**config.mk**
```make
export PLATFORM = sky130hd
export DESIGN_NAME = rab_cfg_master_flat
export DESIGN_NICKNAME = d
export VERILOG_FILES = /design/src/rtl/rab_cfg_master_if.sv /design/src/rtl/rab_cfg_master.sv /design/src/flat_wrapper.sv
export SDC_FILE = /design/constraint.sdc
export NUM_CORES = 1
export LEC_CHECK = 0
export ABC_AREA = 0
export CAP_MARGIN = 15
export CORE_MARGIN = 3
export CORE_UTILIZATION = 50
export DETAILED_ROUTE_END_ITERATION = 16
export PLACE_DENSITY_LB_ADDON = 0.08
export SLEW_MARGIN = 20
export SYNTH_ARGS = -nofsm -noshare
export SYNTH_HDL_FRONTEND = slang
export SYNTH_SLANG_ARGS = --single-unit
export TNS_END_PERCENT = 50
```
**constraint.sdc**
```tcl
create_clock -name s_axi_aclk -period 3 [get_ports s_axi_aclk]
set_clock_uncertainty 0.15 [all_clocks]
set_input_delay 0.3 -clock s_axi_aclk [delete_from_list [all_inputs] [get_ports s_axi_aclk]]
set_output_delay 0.3 -clock s_axi_aclk [all_outputs]
set_load 0.01 [all_outputs]
```
**src/rtl/rab_cfg_master_if.sv**
```systemverilog
// AXI-Lite write-channel bundle between rab_cfg_master and a configuration slave.
interface rab_cfg_master_if #(
    parameter int unsigned DW = 32
) ();
    logic [31:0]     m_axi_awaddr;
    logic            m_axi_awvalid;
    logic            m_axi_awready;
    logic [DW-1:0]   m_axi_wdata;
    logic [DW/8-1:0] m_axi_wstrb;
    logic            m_axi_wvalid;
    logic            m_axi_wready;
    logic [1:0]      m_axi_bresp;
    logic            m_axi_bvalid;
    logic            m_axi_bready;

    modport master (
        output m_axi_awaddr, m_axi_awvalid, m_axi_wdata, m_axi_wstrb, m_axi_wvalid, m_axi_bready,
        input  m_axi_awready, m_axi_wready, m_axi_bresp, m_axi_bvalid
    );

    modport slave (
        input  m_axi_awaddr, m_axi_awvalid, m_axi_wdata, m_axi_wstrb, m_axi_wvalid, m_axi_bready,
        output m_axi_awready, m_axi_wready, m_axi_bresp, m_axi_bvalid
    );
endinterface

```
**src/rtl/rab_cfg_master.sv**
```systemverilog
// Queued configuration-write master: buffers commands in a small FIFO and
// issues each one as a single AXI-Lite write, counting responses and latching errors.
module rab_cfg_master #(
    parameter int unsigned CMD_DEPTH           = 4,
    parameter int unsigned C_AXICFG_DATA_WIDTH = 32
) (
    input  logic                             s_axi_aclk,
    input  logic                             s_axi_areset,
    input  logic                             cmd_valid,
    output logic                             cmd_ready,
    input  logic [31:0]                      cmd_addr,
    input  logic [C_AXICFG_DATA_WIDTH-1:0]   cmd_data,
    input  logic [C_AXICFG_DATA_WIDTH/8-1:0] cmd_strb,
    rab_cfg_master_if.master                 axi,
    output logic                             busy,
    output logic                             err_flag,
    input  logic                             err_clr,
    output logic [15:0]                      wr_count
);
    localparam int unsigned AW  = 32;
    localparam int unsigned DW  = C_AXICFG_DATA_WIDTH;
    localparam int unsigned SW  = DW / 8;
    localparam int unsigned PW  = (CMD_DEPTH > 1) ? $clog2(CMD_DEPTH) : 1;
    localparam int unsigned CW  = PW + 1;
    localparam int unsigned WCW = 16;

    typedef struct packed {
        logic [AW-1:0] addr;
        logic [DW-1:0] data;
        logic [SW-1:0] strb;
    } cmd_t;

    typedef enum logic [1:0] {
        IDLE,
        ISSUE,
        RESP
    } state_t;

    cmd_t           mem_q [CMD_DEPTH];
    cmd_t           cmd_in_c;
    logic [PW-1:0]  wr_ptr_q, wr_ptr_d;
    logic [PW-1:0]  rd_ptr_q, rd_ptr_d;
    logic [CW-1:0]  count_q, count_d;
    state_t         state_q, state_d;
    cmd_t           out_q, out_d;
    logic           awvalid_q, awvalid_d;
    logic           wvalid_q, wvalid_d;
    logic           bready_q, bready_d;
    logic           err_q, err_d;
    logic           busy_q, busy_d;
    logic           ready_q, ready_d;
    logic [WCW-1:0] wr_count_q, wr_count_d;
    logic           push_c, pop_c;

    assign cmd_in_c = '{addr: cmd_addr, data: cmd_data, strb: cmd_strb};

    // Command storage; contents are don't-care until written, so no reset.
    always_ff @(posedge s_axi_aclk) begin
        if (push_c) begin
            mem_q[wr_ptr_q] <= cmd_in_c;
        end
    end

    always_ff @(posedge s_axi_aclk or posedge s_axi_areset) begin
        if (s_axi_areset) begin
            state_q    <= IDLE;
            wr_ptr_q   <= '0;
            rd_ptr_q   <= '0;
            count_q    <= '0;
            out_q      <= '0;
            awvalid_q  <= 1'b0;
            wvalid_q   <= 1'b0;
            bready_q   <= 1'b0;
            err_q      <= 1'b0;
            busy_q     <= 1'b0;
            ready_q    <= 1'b1;
            wr_count_q <= '0;
        end else begin
            state_q    <= state_d;
            wr_ptr_q   <= wr_ptr_d;
            rd_ptr_q   <= rd_ptr_d;
            count_q    <= count_d;
            out_q      <= out_d;
            awvalid_q  <= awvalid_d;
            wvalid_q   <= wvalid_d;
            bready_q   <= bready_d;
            err_q      <= err_d;
            busy_q     <= busy_d;
            ready_q    <= ready_d;
            wr_count_q <= wr_count_d;
        end
    end

    // Transaction sequencing plus FIFO bookkeeping; a response error wins over err_clr.
    always_comb begin
        state_d    = state_q;
        out_d      = out_q;
        awvalid_d  = awvalid_q;
        wvalid_d   = wvalid_q;
        bready_d   = bready_q;
        err_d      = err_q;
        wr_count_d = wr_count_q;
        push_c     = cmd_valid && ready_q;
        pop_c      = 1'b0;

        if (err_clr) begin
            err_d = 1'b0;
        end

        case (state_q)
            IDLE: begin
                if (count_q != '0) begin
                    pop_c     = 1'b1;
                    out_d     = mem_q[rd_ptr_q];
                    awvalid_d = 1'b1;
                    wvalid_d  = 1'b1;
                    state_d   = ISSUE;
                end
            end
            ISSUE: begin
                if (awvalid_q && axi.m_axi_awready) begin
                    awvalid_d = 1'b0;
                end
                if (wvalid_q && axi.m_axi_wready) begin
                    wvalid_d = 1'b0;
                end
                if (!awvalid_d && !wvalid_d) begin
                    bready_d = 1'b1;
                    state_d  = RESP;
                end
            end
            RESP: begin
                if (axi.m_axi_bvalid && bready_q) begin
                    bready_d   = 1'b0;
                    wr_count_d = wr_count_q + WCW'(1);
                    if (axi.m_axi_bresp != 2'b00) begin
                        err_d = 1'b1;
                    end
                    state_d = IDLE;
                end
            end
            default: begin
                state_d = IDLE;
            end
        endcase

        wr_ptr_d = push_c ? wr_ptr_q + PW'(1) : wr_ptr_q;
        rd_ptr_d = pop_c  ? rd_ptr_q + PW'(1) : rd_ptr_q;
        count_d  = count_q + CW'(push_c) - CW'(pop_c);
        ready_d  = (count_d != CW'(CMD_DEPTH));
        busy_d   = (count_d != '0) || (state_d != IDLE);
    end

    assign cmd_ready         = ready_q;
    assign busy              = busy_q;
    assign err_flag          = err_q;
    assign wr_count          = wr_count_q;
    assign axi.m_axi_awaddr  = out_q.addr;
    assign axi.m_axi_wdata   = out_q.data;
    assign axi.m_axi_wstrb   = out_q.strb;
    assign axi.m_axi_awvalid = awvalid_q;
    assign axi.m_axi_wvalid  = wvalid_q;
    assign axi.m_axi_bready  = bready_q;
endmodule

```
**src/flat_wrapper.sv**
```systemverilog
// flat-port wrapper written by rule: the top's interface ports become plain ports
module rab_cfg_master_flat 
#(
    parameter int unsigned CMD_DEPTH           = 4,
    parameter int unsigned C_AXICFG_DATA_WIDTH = 32
)
  (s_axi_aclk, s_axi_areset, cmd_valid, cmd_ready, cmd_addr, cmd_data, cmd_strb, busy, err_flag, err_clr, wr_count, axi_m_axi_awaddr, axi_m_axi_awvalid, axi_m_axi_wdata, axi_m_axi_wstrb, axi_m_axi_wvalid, axi_m_axi_bready, axi_m_axi_awready, axi_m_axi_wready, axi_m_axi_bresp, axi_m_axi_bvalid);
  rab_cfg_master_if #(.DW(32)) axi_i ();
  input  logic s_axi_aclk;
  input  logic s_axi_areset;
  input  logic cmd_valid;
  output logic cmd_ready;
  input  logic [31:0] cmd_addr;
  input  logic [C_AXICFG_DATA_WIDTH-1:0] cmd_data;
  input  logic [C_AXICFG_DATA_WIDTH/8-1:0] cmd_strb;
  output logic busy;
  output logic err_flag;
  input  logic err_clr;
  output logic [15:0] wr_count;
  output wire logic [$bits(axi_i.m_axi_awaddr)-1:0] axi_m_axi_awaddr;
  output wire logic [$bits(axi_i.m_axi_awvalid)-1:0] axi_m_axi_awvalid;
  output wire logic [$bits(axi_i.m_axi_wdata)-1:0] axi_m_axi_wdata;
  output wire logic [$bits(axi_i.m_axi_wstrb)-1:0] axi_m_axi_wstrb;
  output wire logic [$bits(axi_i.m_axi_wvalid)-1:0] axi_m_axi_wvalid;
  output wire logic [$bits(axi_i.m_axi_bready)-1:0] axi_m_axi_bready;
  input wire logic [$bits(axi_i.m_axi_awready)-1:0] axi_m_axi_awready;
  input wire logic [$bits(axi_i.m_axi_wready)-1:0] axi_m_axi_wready;
  input wire logic [$bits(axi_i.m_axi_bresp)-1:0] axi_m_axi_bresp;
  input wire logic [$bits(axi_i.m_axi_bvalid)-1:0] axi_m_axi_bvalid;
  assign axi_m_axi_awaddr = axi_i.m_axi_awaddr;
  assign axi_m_axi_awvalid = axi_i.m_axi_awvalid;
  assign axi_m_axi_wdata = axi_i.m_axi_wdata;
  assign axi_m_axi_wstrb = axi_i.m_axi_wstrb;
  assign axi_m_axi_wvalid = axi_i.m_axi_wvalid;
  assign axi_m_axi_bready = axi_i.m_axi_bready;
  assign axi_i.m_axi_awready = axi_m_axi_awready;
  assign axi_i.m_axi_wready = axi_m_axi_wready;
  assign axi_i.m_axi_bresp = axi_m_axi_bresp;
  assign axi_i.m_axi_bvalid = axi_m_axi_bvalid;
  rab_cfg_master #(.CMD_DEPTH(CMD_DEPTH), .C_AXICFG_DATA_WIDTH(C_AXICFG_DATA_WIDTH)) u_core (.s_axi_aclk(s_axi_aclk), .s_axi_areset(s_axi_areset), .cmd_valid(cmd_valid), .cmd_ready(cmd_ready), .cmd_addr(cmd_addr), .cmd_data(cmd_data), .cmd_strb(cmd_strb), .axi(axi_i), .busy(busy), .err_flag(err_flag), .err_clr(err_clr), .wr_count(wr_count));
endmodule
```
Word level (Yosys, flattened, before mapping)
Memories as Yosys holds them, arrays and structs flattened. A register that Yosys moved wholly into a read port is not among the register bits.
Index checks and enable logic that the tools add are counted.
{ "classes": {"div_mod_pow": 0, "magnitude_cmp": 0, "shift": 0, "n_eq_ne": 6, "bitwise_logic": 0, "multipliers": 0, "mux": 22, "n_reduce_logical": 19, "n_addsub": 5} }
{ "op_table": {"columns": ["cell", "n"], "rows": [
  ["16-bit by 1-bit adder with 16-bit output (second input constant)", 1],
  ["1-bit 2-to-1 mux", 15],
  ["2-bit nonzero test", 4],
  ["2-bit 2-to-1 mux", 3],
  ["2-bit by 1-bit != test with 1-bit output (second input constant)", 3],
  ["1-bit case mux with 2 select lines", 3],
  ["2-bit case mux with 3 select lines", 1],
  ["2-bit AND reduction", 3],
  ["3-bit nonzero test", 2],
  ["1-bit logical AND", 5],
  ["2-bit by 1-bit adder with 2-bit output (second input constant)", 2],
  ["3-bit by 1-bit adder with 3-bit output", 1],
  ["3-bit != test (second input constant)", 1],
  ["3-bit AND reduction", 1],
  ["3-bit by 1-bit subtractor with 3-bit output", 1],
  ["2-bit by 1-bit == test with 1-bit output (second input constant)", 1],
  ["2-bit == test (second input constant)", 1],
  ["1-bit zero test", 2],
  ["2-bit zero test", 1],
  ["1-bit logical OR", 1]
]} }
{ "word_totals": {"ff_bits": 31, "out_inout_bits": 90, "in_bits": 77, "latch_bits": 0, "wordCells": 64, "ram_bits": 272, "mem_count": 1, "romBits": 0} }
{ "mem_list": {"columns": ["memory", "words", "width", "rd", "rd_ports_with_merged_regs", "write_ports", "line_no", "text"], "rows": [
  ["u_core.mem_q", 4, 68, 1, 1, 1, "rab_cfg_master.sv:39", "cmd_t mem_q [CMD_DEPTH];"]
]} }

Depth between registers and ports, before layout
Gate-level depths: netlist of run 1.
{ "depth": {"depth_word": 9, "mapped_depth": 13} }

Least setup slack after synthesis of run 1
Ideal clock, no wire load.
{ "synth_path": {"path_type": "reg2reg", "startpoint": "reg u_core.state_q[0]", "endpoint": "reg u_core.busy_q (netlist: u_core.busy)", "path_slack_ps": -45, "path_stages_with_launch": 14, "arrival_time_ps": 2757, "synth_period_minus_slack_ps": 3045, "required_time_ps": 2711, "n_path_buf": 2, "path_cell_list": "dfrtp_1 -> inv_1 -> ha_1 -> nor2b_1 -> buf_6 -> buf_6 -> ha_1 -> inv_1 -> ha_1 -> inv_1 -> fa_1 -> xnor2_1 -> xnor2_1 -> or4_1"} }
{ "synth_via": {"elab_chain_len": 5, "elab_cells_between_ends": 12} }
{ "synth_lines": {"columns": ["element", "line_no", "text"], "rows": [
  ["from (decl)", "rab_cfg_master.sv:44", "state_t state_q, state_d;"],
  ["from (signal assigned)", "rab_cfg_master.sv:79", "state_q <= state_d;"],
  ["2-bit zero test", "rab_cfg_master.sv:110", "case (state_q)"],
  ["1-bit 2-to-1 mux", "rab_cfg_master.sv:110", null],
  ["via u_core.pop_c", "rab_cfg_master.sv:53", "logic push_c, pop_c;"],
  ["3-bit by 1-bit subtractor with 3-bit output", "rab_cfg_master.sv:149", "count_d = count_q + CW'(push_c) - CW'(pop_c);"],
  ["via u_core.count_d[2]", "rab_cfg_master.sv:43", "logic [CW-1:0] count_q, count_d;"],
  ["3-bit nonzero test", "rab_cfg_master.sv:151", "busy_d = (count_d != '0) || (state_d != IDLE);"],
  ["1-bit logical OR", "rab_cfg_master.sv:151", null],
  ["via u_core.busy_d", "rab_cfg_master.sv:50", "logic busy_q, busy_d;"],
  ["to (signal assigned)", "rab_cfg_master.sv:88", "busy_q <= busy_d;"],
  ["to (decl)", "rab_cfg_master.sv:50", null]
]} }
The timed path passes the listed nets, and every way through them passes these cells.
A chain may end at the register's enable or synchronous reset.

Worst setup path after layout of run 1
{ "layout_path": {"startpoint": "reg u_core.state_q[1]", "endpoint": "reg u_core.busy_q (netlist: u_core.busy)"} }
{ "layout_via": {"elab_chain_len": 5, "elab_cells_between_ends": 12} }
{ "layout_lines": {"columns": ["element", "line_no"], "rows": [
  ["2-bit zero test", "rab_cfg_master.sv:110"],
  ["1-bit 2-to-1 mux", "rab_cfg_master.sv:110"],
  ["3-bit by 1-bit subtractor with 3-bit output", "rab_cfg_master.sv:149"],
  ["via u_core.count_d[2]", "rab_cfg_master.sv:43"],
  ["3-bit nonzero test", "rab_cfg_master.sv:151"],
  ["1-bit logical OR", "rab_cfg_master.sv:151"],
  ["via u_core.busy_d", "rab_cfg_master.sv:50"]
]} }
The timed path passes the listed nets, and every way through them passes these cells.

==> impl_metrics.env, run 1 <==
export IMPL_grt_use_met2_pct=31.43
export IMPL_rsz0062_at_grt="no"
export IMPL_drc_errors=0
export IMPL_tightestPinTransition_ns=0.7450
export IMPL_power_density_mw_per_mm2=1038
export IMPL_cp_start_kind="flop"
export IMPL_yosysSeqAreaShare_pct=76.40
export IMPL_die_h_um=173.0
export IMPL_stdcell_area_mm2=0.01743
export IMPL_max_clock_freq_mhz=349.5
export IMPL_finalNetCount=936
export IMPL_dp_cells=1174
export IMPL_ys_ff_latch=371
export IMPL_critPathRequiredTime_ns=3.23
export IMPL_p_leak_nw=6.135
export IMPL_period_needed_ns=2.861
export IMPL_avgSynthCellArea_um2=21.81
export IMPL_place_hpwl_um=16530
export IMPL_cts_tree="yes"
export IMPL_outcome="complete, no violations"
export IMPL_postSynthCellCount=639
export IMPL_clock_sinks=371
export IMPL_start_util_pct=51.28
export IMPL_drive_gt1_share_pct=26.20
export IMPL_finalSetupViolCount=0
export IMPL_slew_limit_headroom_pct=50.33
export IMPL_htree_levels=2
export IMPL_finalSetupTns_ns=0
export IMPL_p_total_w=0.01809
export IMPL_placed_area_mm2=0.01615
export IMPL_antenna_found_initial=0
export IMPL_insertion_delay_ns=0.53
export IMPL_endpoint_kind="flop"
export IMPL_syn_area_mm2=0.01394
export IMPL_synth_distinct_cells=35
export IMPL_via_count=6718
export IMPL_arrival_ns=3.09
export IMPL_synth_fp_nets=728
export IMPL_grt_pass1_vias=7452
export IMPL_via_per_inst=5.374
export IMPL_grt_overflow_total=0
export IMPL_drtPass1Iterations=4
export IMPL_die_w_um=173.0
export IMPL_final_common_cell="edfxtp_1"
export IMPL_ant_nets=0
export IMPL_drv_slew=0
export IMPL_ios=167
export IMPL_antenna_cells=0
export IMPL_layout_common_cells="edfxtp_1 (272), clkdlybuf4s50_1 (166), dfrtp_1 (96)"
export IMPL_syn_to_final_growth_pct=25.09
export IMPL_cts_root_buf="clkbuf_16"
export IMPL_hold_violations=0
export IMPL_yosysWarningCount=0
export IMPL_grt_met1_usage_pct=24.05
export IMPL_cts_buffer_depth=3
export IMPL_portBuffers=166
export IMPL_coreArea_mm2=0.02718
export IMPL_final_util_pct=64.15
export IMPL_wire_per_inst_um=21.55
export IMPL_period_share_pct=95.38
export IMPL_grt_max_degree=62
export IMPL_use_met3_pct=3.821
export IMPL_dr_first_iter_drc_count=412
export IMPL_busiest_layer="met2"
export IMPL_peakVddDrop_mv=0.6944
export IMPL_worst_setup_path_type="flop to flop"
export IMPL_crit_fanout=6
export IMPL_place_congestion=0.7503
export IMPL_wl_um=26940
export IMPL_numCtsBuffers=39
export IMPL_dieArea_mm2=0.02991
export IMPL_grt_usage_pct=18.40
export IMPL_grt_first_pass_wirelength_um=42860
export IMPL_num_rows=60
export IMPL_cap_violations=0
export IMPL_instances_no_fill=1250
export IMPL_holdCritPathClass="input port to flop"
export IMPL_clk_pin_slew_ns=0.06
where the power goes:
group / switching (W) / leakage (nW) / total, W / internal [W]
combinational: 0.00250 / 1.86 / 0.00589 / 0.00339
sequential: 0.000711 / 3.68 / 0.00763 / 0.00692
clock: 0.00186 / 0.601 / 0.00458 / 0.00272
total: 0.00506 / 6.14 / 0.0181 / 0.0130
path summary, 6_finish.rpt:
kind | from | endpoint | slack, ns | cells after the start
max | u_core.state_q[1]$_DFF_PP0_ | u_core.busy$_DFF_PP0_ | 0.14 | 11
min | err_clr | u_core.err_flag$_DFF_PP0_ | 0.22 | 2
max reg2reg | u_core.state_q[1]$_DFF_PP0_ | u_core.busy$_DFF_PP0_ | 0.14 | 11
min reg2reg | u_core.wr_count[15]$_DFFE_PP0P_ | u_core.wr_count[15]$_DFFE_PP0P_ | 0.33 | 1
max in group asynchronous | s_axi_areset | u_core.rd_ptr_q[1]$_DFFE_PP0P_ | 1.41 | 4
min in group asynchronous | s_axi_areset | u_core.axi.m_axi_awaddr[22]$_DFFE_PP0P_ | 0.54 | 3
area by class of cell:
cell class | instances | area (um2)
inverters | 11 | 45.04
well taps | 372 | 465.4
clock inverters | 13 | 130.1
fillers | 1913 | 9743
repair buffers | 191 | 1952
multi-input cells | 233 | 3085
flip-flops and latches | 371 | 10650
clock buffers | 59 | 1101
registers in the layout, summed over array words and instances, names as in the netlist:
name                      cells
u_core.state_q                2
u_core.wr_count              16
u_core.cmd_ready              1
u_core.axi.m_axi_awvalid      1
u_core.axi.m_axi_awaddr      32
u_core.wr_ptr_q               2
u_core.mem_q                272
u_core.busy                   1
u_core.axi.m_axi_wdata       32
u_core.axi.m_axi_bready       1
u_core.axi.m_axi_wstrb        4
u_core.err_flag               1
u_core.axi.m_axi_wvalid       1
u_core.count_q                3
u_core.rd_ptr_q               2
synth_stat cells:
master	instances	area share, %
ha_1	11	0.99
fa_1	1	0.14
nor2_1	5	0.13
a221oi_1	1	0.063
a21bo_2	1	0.072
nand2b_1	4	0.18
nand4_1	7	0.31
clkbuf_1	5	0.13
dfrtp_1	98	18
nor2b_1	1	0.045
buf_4	2	0.11
edfxtp_1	272	59
a22o_1	2	0.13
a21oi_1	1	0.036
o21ai_0	5	0.18
dfstp_2	1	0.19
buf_6	15	1.2
inv_1	11	0.30
buf_2	2	0.072
nand2_1	16	0.43
and4_1	1	0.063
nand3_1	8	0.29
mux4_2	68	11
mux2_2	58	4.7
o21bai_1	1	0.054
a21boi_0	1	0.054
mux2_4	10	1.1
xor2_1	2	0.13
and3_1	6	0.27
o2bb2ai_1	1	0.063
nor4_1	1	0.045
a211oi_1	1	0.054
xnor2_1	18	1.1
or4_1	1	0.054
nor3_4	1	0.12
worst max-delay path, cell delays in order, from the launching register on:
cell and delay, ns:
dfrtp_1 0.43, inv_2 0.08, ha_4 0.18, nor2b_4 0.13
ha_1 0.30, inv_1 0.06, ha_1 0.14, inv_1 0.05
fa_2 0.35, xnor2_2 0.15, xnor2_1 0.17, or4_1 0.53
through the flow:
step	hold slack, ns	setup WS [ns]
final	0.2189	0.1387
after global routing	0.2109	0.02911
after CTS	0.1923	0.002101
after detailed placement	0.3181	0.02038
after global placement	0.3121	0.1700
after floorplan	0.2464	-0.02565
layer usage:
metal	share of wire, %	up-vias	wire length [um]
met1	41	3511	11090
met3	4.8	52	1283
met2	52	172	13880
met4	2.6	0	689
li1	-	2983	-
met5	0	-	0
what timing repair did:
item	in CTS	in global routing
setup endpoints to repair	1	1
gates resized for setup	2	3
buffers inserted	0	3
endpoints found under the hold margin	12	0
hold buffers	1	0
pin swaps	0	1
cell families (layout without fill, tap and decap cells):
| family | after synthesis | count (layout) | synth area share (%) |
|---|---|---|---|
| compound gates | 14 | 14 | 0.7004 |
| xor+xnor | 20 | 20 | 1.257 |
| fa+ha+maj | 12 | 12 | 1.131 |
| buf+inv | 35 | 274 | 1.823 |
| flops | 371 | 371 | 76.40 |
| mux | 136 | 136 | 16.75 |
| simple gates | 51 | 51 | 1.939 |
(Power assumes the default switching activity.)
==> run 2, diff against run 1 <==
CTS_CLUSTER_DIAMETER = 200   (was default)
==> results of run 2 <==
No change in the layout: final DEF, timing and power equal those of run 1.
==> run 3, diff against run 2 <==
CORE_UTILIZATION = 45   (was 50)
==> run 3 against run 2 <==
  * Routed wire length increased by 0.85%
  * Clock-buffer cell count decreased by 13
  * Global-route usage decreased by 1.8 points
  * Worst setup slack got worse by 0.052 ns
  * Non-clock buffer count decreased by 5
  * Via count increased by 0.34%
  * Clock power increased by 3%
  * Die area increased by 11%
  * Hold slack got worse by 0.14 ns
  * Largest power group unchanged
  * Highest routed layer is now met5
==> impl_metrics.env, run 3 (synthesized netlist as in run 1, its figures left out) <==
export IMPL_endpoint_kind="flop"
export IMPL_period_share_pct=97.10
export IMPL_die_w_um=182.0
export IMPL_critPathRequiredTime_ns=3.23
export IMPL_grt_usage_pct=16.57
export IMPL_ios=167
export IMPL_place_congestion=0.7453
export IMPL_period_needed_ns=2.913
export IMPL_place_hpwl_um=15770
export IMPL_finalSetupTns_ns=0
export IMPL_largest_reg_flops=272
export IMPL_peakVddDrop_mv=0.6120
export IMPL_antenna_found_initial=4
export IMPL_cts_tree="yes"
export IMPL_cp_start_kind="flop"
export IMPL_worst_setup_path_type="flop to flop"
export IMPL_clock_sinks=371
export IMPL_tightestPinTransition_ns=0.7096
export IMPL_hold_violations=0
export IMPL_cts_buffer_depth=3
export IMPL_insertion_delay_ns=0.52
export IMPL_num_rows=63
export IMPL_via_count=6741
export IMPL_power_density_mw_per_mm2=1043
export IMPL_hold_slack_ns=0.07581
export IMPL_coreArea_mm2=0.03011
export IMPL_holdCritPathClass="input port to asynchronous set/reset pin"
export IMPL_slew_limit_headroom_pct=52.69
export IMPL_dr_first_iter_drc_count=429
export IMPL_portBuffers=166
export IMPL_ant_nets=0
export IMPL_drive_gt1_share_pct=26.86
export IMPL_rsz0062_at_grt="no"
export IMPL_clk_pin_slew_ns=0.06
export IMPL_grt_pass1_vias=7248
export IMPL_drc_errors=0
export IMPL_grt_overflow_total=0
export IMPL_die_h_um=182.0
export IMPL_nFillCells=2267
export IMPL_grt_first_pass_wirelength_um=42480
export IMPL_drtPass1Iterations=5
export IMPL_layout_common_cells="edfxtp_1 (272), clkdlybuf4s50_1 (166), dfrtp_1 (95)"
export IMPL_drv_slew=0
export IMPL_cts_root_buf="clkbuf_16"
export IMPL_p_leak_nw=6.145
export IMPL_arrival_ns=3.14
export IMPL_finalSetupViolCount=0
export IMPL_wl_um=27170
export IMPL_outcome="complete, no violations"
export IMPL_dp_cells=1187
export IMPL_wire_per_inst_um=21.43
export IMPL_dieArea_mm2=0.03312
export IMPL_finalNetCount=932
export IMPL_grt_max_degree=69
export IMPL_instances_no_fill=1268
export IMPL_syn_to_final_growth_pct=25.26
export IMPL_htree_levels=2
export IMPL_start_util_pct=46.28
export IMPL_numCtsBuffers=40
export IMPL_cap_violations=0
export IMPL_final_common_cell="edfxtp_1"
export IMPL_via_per_inst=5.316
export IMPL_max_clock_freq_mhz=343.3
export IMPL_crit_fanout=5
export IMPL_regMostFlops="u_core.mem_q"
[run 3: cell count changes in the layout (fill, tap and decap cells not counted), moves of 2 or more]
cell / previous run / this run
clkbuf_1: 15 / 3
clkinv_2: 3 / 13
clkinv_1: 3 / 7
clkbuf_8: 5 / 2
diode_2: 0 / 3
buf_12: 8 / 6
buf_4: 16 / 14
clkbuf_16: 39 / 41
[run 3: where the power goes]
part | switching, W | internal, W | leakage [nW] | total [W]
registers | 0.000742 | 0.00692 | 3.68 | 0.00767
clock network | 0.00192 | 0.00282 | 0.647 | 0.00474
logic | 0.00246 | 0.00335 | 1.82 | 0.00581
total | 0.00512 | 0.0131 | 6.15 | 0.0182
[run 3: worst max-delay path, stage by stage, from the launching register on]
cell and delay (ns):
dfrtp_2 0.45, nor3_4 0.30, nor2b_4 0.07, ha_1 0.29, inv_1 0.07, ha_1 0.14
inv_1 0.04, fa_1 0.41, xnor2_2 0.16, xnor2_1 0.17, or4_1 0.53
[run 3: cell type report]
type                            count  area [um2]  share of cell area [%]
Antenna cell                        3       7.507                 0.04300
Clock buffer                       46        1065                   6.099
Timing Repair Buffer              186        1887                   10.81
Clock inverter                     28       226.5                   1.297
Multi-Input combinational cell    233        3083                   17.66
Tap cell                          390       488.0                   2.795
Sequential cell                   371       10660                   61.04
Inverter                           11       45.04                  0.2580
[run 3: what timing repair did]
item | 4_1_cts | 5_1_grt
setup endpoints to repair | 0 | 1
gates resized for setup | 0 | 4
setup buffers | 0 | 4
hold buffers | 0 | 0
[run 3: worst paths after layout]
kind                                                       from                                      end  cells after the start  slack [ns]
worst min register to register  u_core.wr_count[15]$_DFFE_PP0P_          u_core.wr_count[15]$_DFFE_PP0P_                      1        0.34
worst max-delay path                u_core.count_q[1]$_DFF_PP0_                    u_core.busy$_DFF_PP0_                     10        0.09
worst min-delay path                               s_axi_areset  u_core.axi.m_axi_awaddr[12]$_DFFE_PP0P_                      2        0.08
min in group s_axi_aclk                                 err_clr                u_core.err_flag$_DFF_PP0_                      2        0.19
worst max register to register      u_core.count_q[1]$_DFF_PP0_                    u_core.busy$_DFF_PP0_                     10        0.09
max in group asynchronous                          s_axi_areset              u_core.count_q[1]$_DFF_PP0_                      3        1.74
[run 3: through the flow]
stage | cell area [um2] | util [%] | power (W) | worst slack [ns]
global route | 17450 | 57.97 | 0.01920 | 0.003239
global placement | 16110 | 53.50 | 0.01345 | 0.1734
detailed placement | 16110 | 53.50 | 0.01365 | 0.02154
finish | 17460 | 57.97 | 0.01821 | 0.08687
CTS | 17400 | 57.79 | 0.01847 | 0.007199
floorplan | 13940 | - | 0.01147 | -0.02565
[run 3: per-layer routing]
| metal | routed length (um) | GRT usage [%] | up-vias |
|---|---|---|---|
| met5 | 23 | 0 | - |
| met4 | 562 | 4.479 | 4 |
| met3 | 1705 | 3.886 | 49 |
| met2 | 13240 | 27.41 | 201 |
| met1 | 11650 | 22.32 | 3521 |
| li1 | - | - | 2966 |
